`src/rtl/fuse_ctrl_in_stim_player.sv`:
```
// Timed stimulus player: plays a queue of {chan, data, delay} records onto NumChan pin channels.
// Optional macro FUSE_CTRL_IN_LOOP_EN adds loop_i for continuous replay of the queued records.
module fuse_ctrl_in_stim_player #(
  parameter int               NumChan    = 4,
  parameter int               ChanW      = 32,
  parameter int               Depth      = 8,
  parameter int               DlyW       = 16,
  parameter logic [ChanW-1:0] ChanRstVal = '0,
  localparam int              ChanIdxW   = (NumChan > 1) ? $clog2(NumChan) : 1,
  localparam int              PtrW       = $clog2(Depth),
  localparam int              LvlW       = $clog2(Depth) + 1
) (
  input  logic                     clk_i,
  input  logic                     rst_i,
  input  logic                     push_valid_i,
  output logic                     push_ready_o,
  input  logic [ChanIdxW-1:0]      push_chan_i,
  input  logic [ChanW-1:0]         push_data_i,
  input  logic [DlyW-1:0]          push_dly_i,
  input  logic                     start_i,
  input  logic                     abort_i,
`ifdef FUSE_CTRL_IN_LOOP_EN
  input  logic                     loop_i,
`endif
  output logic                     busy_o,
  output logic [LvlW-1:0]          level_o,
  output logic [NumChan*ChanW-1:0] chan_o,
  output logic [NumChan-1:0]       chan_upd_o,
  output logic                     done_o,
  output logic                     err_o
);

  typedef struct packed {
    logic [ChanIdxW-1:0] chan;
    logic [ChanW-1:0]    data;
    logic [DlyW-1:0]     dly;
  } entry_t;

  typedef enum logic [1:0] {
    IDLE = 2'd0,
    LOAD = 2'd1,
    RUN  = 2'd2
  } state_t;

  state_t          state_reg, state_next;
  entry_t          mem [Depth];
  entry_t          head_reg;
  entry_t          wr_entry;
  logic [DlyW-1:0] cnt_reg;
  logic [PtrW-1:0] rd_ptr_reg, wr_ptr_reg;
  logic [LvlW-1:0] level_reg, level_next;
  logic            done_reg, done_next;
  logic            err_reg;
  logic            loop_reg, loop_sel;
  logic            full, empty, pop, repush, chan_ok, push_ok, wr_en, load_en;

`ifdef FUSE_CTRL_IN_LOOP_EN
  assign loop_sel = loop_i;
`else
  assign loop_sel = 1'b0;
`endif

  assign full    = (level_reg == LvlW'(Depth));
  assign empty   = (level_reg == '0);
  assign pop     = (state_reg == RUN) && (cnt_reg == '0);
  // In loop mode the popped record takes the single write slot, so external pushes wait a cycle.
  assign repush  = pop && loop_reg;
  assign chan_ok = (int'(push_chan_i) < NumChan);
  assign push_ready_o = !full && !repush;
  assign push_ok  = push_valid_i && push_ready_o && chan_ok;
  assign wr_en    = push_ok || repush;
  assign wr_entry = repush ? head_reg : {push_chan_i, push_data_i, push_dly_i};
  assign level_next = level_reg + LvlW'(wr_en) - LvlW'(pop);

  always_comb begin
    state_next = state_reg;
    done_next  = 1'b0;
    load_en    = 1'b0;
    case (state_reg)
      IDLE: begin
        if (start_i) begin
          if (!empty) state_next = LOAD;
          else        done_next  = 1'b1;
        end
      end
      LOAD: begin
        load_en    = 1'b1;
        state_next = RUN;
      end
      RUN: begin
        if (pop) begin
          if (level_next != '0) begin
            state_next = LOAD;
          end else begin
            state_next = IDLE;
            done_next  = 1'b1;
          end
        end
      end
      default: state_next = IDLE;
    endcase
  end

  always_ff @(posedge clk_i) begin
    if (rst_i) begin
      state_reg  <= IDLE;
      rd_ptr_reg <= '0;
      wr_ptr_reg <= '0;
      level_reg  <= '0;
      done_reg   <= 1'b0;
      err_reg    <= 1'b0;
      loop_reg   <= 1'b0;
    end else if (abort_i) begin
      state_reg  <= IDLE;
      rd_ptr_reg <= '0;
      wr_ptr_reg <= '0;
      level_reg  <= '0;
      done_reg   <= 1'b0;
      loop_reg   <= 1'b0;
    end else begin
      state_reg <= state_next;
      level_reg <= level_next;
      done_reg  <= done_next;
      if (wr_en) wr_ptr_reg <= wr_ptr_reg + PtrW'(1);
      if (pop)   rd_ptr_reg <= rd_ptr_reg + PtrW'(1);
      if (push_valid_i && !chan_ok) err_reg <= 1'b1;
      if (state_reg == IDLE && start_i) loop_reg <= loop_sel;
    end
  end

  // Queue storage and head/delay registers carry no reset; they are only consumed after a LOAD.
  always_ff @(posedge clk_i) begin
    if (wr_en) mem[wr_ptr_reg] <= wr_entry;
    if (load_en) begin
      head_reg <= mem[rd_ptr_reg];
      cnt_reg  <= mem[rd_ptr_reg].dly;
    end else if (state_reg == RUN && cnt_reg != '0) begin
      cnt_reg <= cnt_reg - DlyW'(1);
    end
  end

  for (genvar gi = 0; gi < NumChan; gi++) begin : g_chan
    logic [ChanW-1:0] val_reg;
    logic             upd_reg;
    logic             hit;

    assign hit = pop && (head_reg.chan == ChanIdxW'(gi));

    always_ff @(posedge clk_i) begin
      if (rst_i || abort_i) begin
        val_reg <= ChanRstVal;
        upd_reg <= 1'b0;
      end else begin
        upd_reg <= hit;
        if (hit) val_reg <= head_reg.data;
      end
    end

    assign chan_o[gi*ChanW +: ChanW] = val_reg;
    assign chan_upd_o[gi]            = upd_reg;
  end

  assign busy_o  = (state_reg != IDLE);
  assign level_o = level_reg;
  assign done_o  = done_reg;
  assign err_o   = err_reg;

endmodule

```
`config.mk`:
```
export PLATFORM = sky130hd
export DESIGN_NAME = fuse_ctrl_in_stim_player
export DESIGN_NICKNAME = d
export VERILOG_FILES = /design/src/rtl/fuse_ctrl_in_stim_player.sv
export SDC_FILE = /design/constraint.sdc
export NUM_CORES = 1
export LEC_CHECK = 0
export ABC_AREA = 0
export CAP_MARGIN = 20
export CORE_MARGIN = 3
export CORE_UTILIZATION = 55
export CTS_CLUSTER_SIZE = 16
export DETAILED_ROUTE_END_ITERATION = 8
export GPL_TIMING_DRIVEN = 1
export PLACE_DENSITY = 0.72
export SLEW_MARGIN = 20
export SYNTH_ARGS = -nofsm -noshare
export SYNTH_HDL_FRONTEND = slang
export SYNTH_SLANG_ARGS = --single-unit
```
`constraint.sdc`:
```
create_clock -name clk_i -period 7.72 [get_ports clk_i]
set_input_delay 1.544 -clock clk_i [delete_from_list [all_inputs] [get_ports clk_i]]
set_output_delay 1.544 -clock clk_i [all_outputs]
set_load 0.02 [all_outputs]
```
After elaboration in Yosys (flattened, before gate mapping)
Memory sizes are Yosys's and may differ from the RTL's. A register that Yosys moved wholly into a read port is not among the register bits.
Cells that the tools add are included.
{"block": "word_totals", "wordCells": 67, "output_inout_bits": 140, "mem_count": 1, "ff_bits": 195, "ramBits": 400, "inputBits": 55}
{"name": "mem", "words": 8, "word_bits": 50, "rd": 1, "rd_ports_with_merged_regs": 1, "write_ports": 1, "line": "46", "text": "entry_t mem [Depth];"}
{"block": "classes", "eq_ne": 9, "add_sub_neg": 5, "n_reduce_logical": 19, "n_mux": 17}
{"operator": "$mux 16", "n": 2}
{"operator": "$logic_not 16->1", "n": 1}
{"operator": "$reduce_bool 16->1", "n": 1}
{"operator": "$sub 16x1->16 const B", "n": 1}
{"operator": "$mux 1", "n": 8}
{"operator": "$logic_and 1x1->1", "n": 7}
{"operator": "$add 3x1->3 const B", "n": 2}
{"operator": "$eq 2x2->1 const B", "n": 3}
{"operator": "$mux 2", "n": 3}
{"operator": "$mux 3", "n": 2}
{"operator": "$ne 2x2->1 const B", "n": 3}
{"operator": "$pmux 2 s3", "n": 1}
{"operator": "$add 4x1->4", "n": 1}
{"operator": "$eq 2x1->1 const B", "n": 2}
{"operator": "$eq 4x4->1 const B", "n": 1}
{"operator": "$logic_not 2->1", "n": 2}
{"operator": "$logic_not 4->1", "n": 1}
{"operator": "$reduce_bool 2->1", "n": 2}
{"operator": "$reduce_bool 4->1", "n": 1}
{"operator": "$sub 4x1->4", "n": 1}
{"operator": "$reduce_and 3->1", "n": 1}
{"operator": "$pmux 1 s2", "n": 1}
{"operator": "$reduce_or 2->1", "n": 1}
{"operator": "$logic_not 1->1", "n": 1}
{"operator": "$logic_or 1x1->1", "n": 1}

Logic depth before layout (Yosys ltp)
Gate-level depths: netlist of the first run.
{"block": "logic_depth", "ltp_word": 9, "mapped_depth": 14, "depth_no_buf": 14}

Worst setup path after synthesis of the first run
Ideal clock, no wire load.
{"block": "synth_timing", "path_kind": "input to register", "startpoint": "input push_valid_i", "endpoint": "memory mem[0][0] (netlist name), enable pin", "t_arrival_ns": 5.369, "n_path_buf": 0, "t_required_ns": 7.201, "path_slack_ns": 1.832, "setup_ns": 0.519, "path_stages": 3, "cell_sequence": "nand2_1 > or2_2 > nor3_1"}
{"block": "synth_between", "elab_chain_len": 3}
{"element": "start, declared", "line": "15", "text": "input logic push_valid_i,"}
{"element": "$logic_and 1x1->1", "line": "70", "text": "assign push_ok = push_valid_i && push_ready_o && chan_ok;"}
{"element": "$mux 1", "line": "133", "text": "if (wr_en) mem[wr_ptr_reg] <= wr_entry;"}
{"element": "$mux 1 (implied by the code)", "line": "133"}
{"element": "end, declared", "line": "46"}
No other way between the ends.

Worst setup path in the final report of the first run
{"block": "layout_timing", "startpoint": "register level_reg[2], in the netlist level_o[2]", "endpoint": "output push_ready_o"}
{"block": "layout_between", "elab_chain_len": 2}
{"element": "start, declared", "line": "51", "text": "logic [LvlW-1:0] level_reg, level_next;"}
{"element": "start signal, assigned", "line": "122", "text": "level_reg <= level_next;"}
{"element": "$eq 4x4->1", "line": "63", "text": "assign full = (level_reg == LvlW'(Depth));"}
{"element": "$logic_not 1->1", "line": "69", "text": "assign push_ready_o = !full && !repush;"}
{"element": "end, declared", "line": "16", "text": "output logic push_ready_o,"}
No other way between the ends.

==> results of run 1 <==
==> routing by layer <==
layer / share of wire [%] / up-vias
met5: 0.083 / -
met3: 7.3 / 79
met4: 2.0 / 6
met2: 47 / 430
li1: - / 5315
met1: 44 / 6007
==> placed cells by master (no fill, tap or decap), drive strengths merged, types with 13 or more instances in the layout <==
cell type and instances:
clkinv 28, mux2 34, mux4 100, nand2 171, clkdlybuf4s50 193, mux2i 129
inv 13, clkbuf 68, a21oi 21, buf 18, dfxtp 148, nor2 26
edfxtp 450
==> power by group through the flow <==
stage | registers (W) | clock network (W) | logic, W
CTS | 0.00350 | 0.00275 | 0.000152
global route | 0.00350 | 0.00288 | 0.000165
global placement | 0.00356 | 0 | 0.000146
finish | 0.00350 | 0.00270 | 0.000151
floorplan | 0.00357 | 0 | 0.0000701
detailed placement | 0.00357 | 0 | 0.000151
==> kinds of logic (layout without fill, tap and decap cells) <==
group	Yosys count	after routing	share of synthesized area (%)
other cells	1	3	0.0166
simple gates	263	263	5.53
mux	263	263	17.4
compound gates	48	48	1.24
xor+xnor	14	14	0.542
flops	598	598	72.8
buf+inv	81	326	1.91
fa+ha+maj	10	10	0.586
==> through the flow <==
stage	hold slack, ns	power, W	util [%]	instance area (sq um)	setup slack [ns]
2_1_floorplan	0.453	0.00364	-	22600	1.83
3_3_place_gp	0.447	0.00371	62.3	25000	3.85
3_5_place_dp	0.453	0.00372	62.3	25000	3.79
4_1_cts	0.461	0.00640	66.9	26900	3.88
5_1_grt	0.479	0.00654	66.9	26900	3.81
6_report	0.458	0.00635	66.9	26900	3.94
==> area by class of cell <==
cell class                      count  area (sq um)  share of cell area (%)
Inverter                           11          41.3                   0.154
Sequential cell                   598         16500                    61.3
Multi-Input combinational cell    599          5780                    21.5
Tap cell                          525           657                    2.44
Antenna cell                        2          5.00                  0.0186
Timing Repair Buffer              211          2070                    7.69
Clock inverter                     36           298                    1.11
Clock buffer                       68          1540                    5.73
==> worst max-delay path, cell delays in order (launching register included) <==
cell and delay [ns]:
dfxtp_1 0.31, inv_1 0.09, ha_1 0.15, or3b_2 0.51, clkdlybuf4s50_1 0.57
==> final timing paths <==
| check | from | end | depth (start not counted) | slack (ns) |
|---|---|---|---|---|
| setup / recovery | level_o[2] | push_ready_o | 4 | 3.94 |
| hold / removal | g_chan[3].val_reg[26] | g_chan[3].val_reg[26] | 2 | 0.46 |
| setup reg to reg | cnt_reg[0] | done_o | 14 | 4.24 |
| hold reg to reg | g_chan[3].val_reg[26] | g_chan[3].val_reg[26] | 2 | 0.46 |
==> flow_metrics.tcl, run 1 <==
set metrics [dict create \
    status "completed" \
    required_ns 6.18 \
    synth_ff_type "edfxtp_1" \
    drt-total-wl_um 46900 \
    ctsResizeCount 0 \
    slew_headroom_pct 37.3 \
    met2_usage_pct 32.5 \
    grt_pass1_wl_um 71700 \
    fin_crit_sh_pct 48.9 \
    synth_seq_cells 598 \
    clkTransAtPathRegs_ns 0.06 \
    synth-async-reset-ratio_pct 0 \
    syn_inst 1278 \
    fin_nets 1543 \
    synthDominantCellAreaShare_pct 59.7 \
    finalClockSkew_ns 0.0159 \
    p_int_w 0.00510 \
    total_leakage_power_nw 9.15 \
    dp_cells 1944 \
    largest_reg_flops 400 \
    ys_warn_count 0 \
    drive_gt1_share_pct 17.4 \
    synth.avg_cell_area_sq_um 17.7 \
    die_w_um 209 \
    synthesis.area_sq_um 22600 \
    cts_tree "yes" \
    synth_nets 1343 \
    synth_cell_types 53 \
    yosysTopAreaCell "edfxtp_1" \
    antenna_found_initial 5 \
    cts_made_buffers 57 \
    finalCriticalPeriod_ns 3.78 \
    finalSetupViolCount 0 \
    clockRootBuffer "clkbuf_16" \
    crit_path_start_kind "register" \
    die_height_um 209 \
    drt_iter0_drc 956 \
    synth-edff-count 450 \
    vias_per_cell 5.77 \
    gr-usage-met1_pct 31.7 \
    dr.pass1.iters 4 \
    clock_sinks 598 \
    portBuffers 193 \
    synthTopCellsByCount "450 x edfxtp_1, 170 x nand2_1, 148 x dfxtp_1" \
    grt_overflow 0 \
    io-pin-count 195 \
    cp_data_arrival_time_ns 2.23 \
    critical_path_class "register to output pin" \
    insertion_delay_ns 0.61 \
    ir_drop_mv 0.186 \
    grt_pass1_vias 11855 \
    core_area_sq_um 40200 \
    combPwrFrac_pct 2.4 \
    wl_per_cell_um 22.9 \
    hold_buffers 0 \
    row_count 73 \
    cap_violations 0 \
    initial_utilization_pct 56.3 \
    grt_max_degree 68 \
    gp_congestion 0.773 \
    die_area_sq_um 43600 \
    nFillCells 2689 \
    area_growth_pct 18.8 \
    seq_area_frac_synth_pct 72.8 \
    p_seq_share_pct 55.1 \
    crit_fanout 5 \
    gr-usage-met3_pct 4.88 \
    tns_ns 0 \
    drc_errors 0 \
    dp_hpwl_um 26700 \
    yosys-top-cells-area "edfxtp_1 60%, dfxtp_1 13%, mux4_2 10%" \
    grt.total_usage_pct 21.4 \
    worstMarginPinSlew_ns 0.941 \
    cts-htree-levels 2 \
    drv_slew 0 \
    num_vias 11837 \
    netSwitchingPower_w 0.00125 \
    critPathCaptureType "output pin" \
    finalHoldViolCount 0 \
    synth_most_common_cell "edfxtp_1" \
    swShare_pct 19.7 \
    max_freq_mhz 265 \
    clockBufferDepth 3 \
    gr-max-usage-layer "met2" \
    power_density_nw_per_um2 236 \
    fin_cells 2050 \
    rsz0062_at_grt "no" \
    postCtsSetupBuffers 0 \
    antenna_left 0 \
    pwr-share-clk_pct 42.6 \
    hold_class "register to register" \
]
(Power assumes the default switching activity.)
==> inputs of run 2 (changes only) <==
Clock period 7.72 ns to 3.6 ns, I/O delays scaled along.
==> run 2 against run 1 <==
Against the previous run:
- power rose by 120%
- combinational power up 120%
- worst setup slack got worse by 3.5 ns
- largest cell class unchanged
- critical path type is now register to register
==> flow_metrics.tcl, run 2 (same netlist as run 1, synthesis figures left out) <==
set metrics [dict create \
    grt_overflow 0 \
    crit_fanout 9 \
    place_ws_ns 0.505 \
    cp_data_arrival_time_ns 3.67 \
    dp_cells 1955 \
    timing.hold.ws_ns 0.459 \
    min_to "g_chan[1].val_reg[18]" \
    gr-usage-met1_pct 32.1 \
    fin_cells 2060 \
    crit_chain "inv_1 -> ha_1 -> nor3b_4 -> nand4_2 -> nor2_1 -> ha_1 -> inv_1 -> ha_1 -> inv_1 -> fa_1 -> xor2_1 -> nand3b_1 -> nor4_1 -> a21o_1" \
    swShare_pct 19.3 \
    critPathTopFamily "simple AND/OR/NAND/NOR gates" \
    clockBufferDepth 3 \
    drive_gt1_share_pct 17.7 \
    rsz0062_at_grt "no" \
    timing.rr.end "done_o" \
    netSwitchingPower_w 0.00268 \
    antenna_found_initial 1 \
    whs_path_depth 2 \
    layout_common_cells "450 x edfxtp_1, 193 x clkdlybuf4s50_1, 170 x nand2_1, 145 x dfxtp_1, 129 x mux2i_1" \
    ctsResizeCount 0 \
    fin_crit_sh_pct 86.7 \
    worstMarginPinSlew_ns 1.13 \
    combPwrFrac_pct 2.4 \
    clock_sinks 598 \
    hold_class "register to register" \
    cts-htree-levels 2 \
    clkTransAtPathRegs_ns 0.06 \
    grt_max_degree 74 \
    die_height_um 209 \
    io-pin-count 195 \
    hold_buffers 0 \
    tns_ns 0 \
    postCtsSetupBuffers 0 \
    grt.total_usage_pct 21.2 \
    max_freq_mhz 320 \
    drt_iter0_drc 939 \
    area_growth_pct 19.9 \
    cpPeakStageDelay_ns 0.45 \
    cap_violations 0 \
    row_count 73 \
    total_leakage_power_nw 9.24 \
    power_density_nw_per_um2 513 \
    dp_hpwl_um 28500 \
    cp_num_buf_inv 3 \
    nFillCells 2677 \
    drv_slew 0 \
    antenna_left 0 \
    drt-total-wl_um 46300 \
    finalCriticalPeriod_ns 3.12 \
    drc_errors 0 \
    antenna_cells 0 \
    p_int_w 0.0112 \
    gr-max-usage-layer "met2" \
    gp_congestion 0.782 \
    fin_nets 1554 \
    initial_utilization_pct 56.3 \
    met2_usage_pct 32.5 \
    final_common_cell "edfxtp_1" \
    die_w_um 209 \
    grt_pass1_wl_um 71200 \
    wl_per_cell_um 22.5 \
    num_vias 11764 \
    cts_made_buffers 57 \
    setup_slack_ns 0.479 \
    core_area_sq_um 40200 \
    vias_per_cell 5.71 \
    pwr-share-clk_pct 43.7 \
    ir_drop_mv 0.430 \
    largest_reg_flops 400 \
    grt_pass1_vias 11944 \
    fin_total_pwr_w 0.0139 \
    portBuffers 193 \
    finalSetupViolCount 0 \
    gr-usage-met3_pct 3.81 \
    dr.pass1.iters 5 \
    critical_path_class "register to register" \
    rrSetupSlack_ns 0.48 \
    critPathCaptureType "register" \
    finalHoldViolCount 0 \
    crit_path_start_kind "register" \
    die_area_sq_um 43600 \
    min_from "g_chan[1].val_reg[18]" \
    status "completed" \
    required_ns 4.15 \
    clockRootBuffer "clkbuf_16" \
    critPathSlowestCell "edfxtp_1" \
    slew_headroom_pct 25.0 \
    p_seq_share_pct 53.9 \
    insertion_delay_ns 0.60 \
    finalClockSkew_ns 0.0177 \
    reg2reg_from "cnt_reg[0]" \
    cts_tree "yes" \
    reg2reg_depth 14 \
]
run 2: power groups by stage:
stage / clock network, W / registers [W] / logic [W]
2_1_floorplan: 0 / 0.00765 / 0.000151
3_3_place_gp: 0 / 0.00764 / 0.000331
3_5_place_dp: 0 / 0.00765 / 0.000342
4_1_cts: 0.00619 / 0.00750 / 0.000344
5_1_grt: 0.00644 / 0.00750 / 0.000371
6_report: 0.00607 / 0.00750 / 0.000339
run 2: per-layer routing:
metal / wire length [um] / part of all wire (%) / vias up
met4: 918 / 2.0 / 0
met2: 21100 / 46 / 380
met3: 3230 / 7.0 / 75
met5: 0 / 0 / -
li1: - / - / 5332
met1: 21000 / 45 / 5977
run 2: cell type report:
type                    count  area, sq um  area share, %
clock buffers              67         1510           5.55
clock inverters            38          405           1.49
inverters                  11         41.3          0.152
multi-input cells         599         5790           21.3
flip-flops and latches    598        16500           60.7
well taps                 525          657           2.42
repair buffers            222         2250           8.29
run 2: stage by stage:
stage | area, sq um | utilization [%]
floorplan | 22700 | -
global placement | 25200 | 62.8
detailed placement | 25200 | 62.8
CTS | 27100 | 67.5
global route | 27100 | 67.5
finish | 27100 | 67.5
run 2: worst max path at each step:
stage | end | start | cells after the start
3_5_place_dp | state_reg[0] | cnt_reg[0] | 14
2_1_floorplan | mem[2][0] | level_o[2] | 7
3_3_place_gp | done_o | push_valid_i | 11
4_1_cts | state_reg[0] | cnt_reg[0] | 14
6_report | done_o | cnt_reg[0] | 14
5_1_grt | state_reg[0] | cnt_reg[0] | 14
run 2: worst min-delay path: stages (launching register included):
cell	delay [ns]
dfxtp_1	0.31
nand2_1	0.05
mux2i_1	0.05
==> inputs of run 3 (changes only) <==
Settings changed: GPL_TIMING_DRIVEN 1 to default.
==> results of run 3 <==
The final DEF is identical to that of run 2; final timing and power are the same.
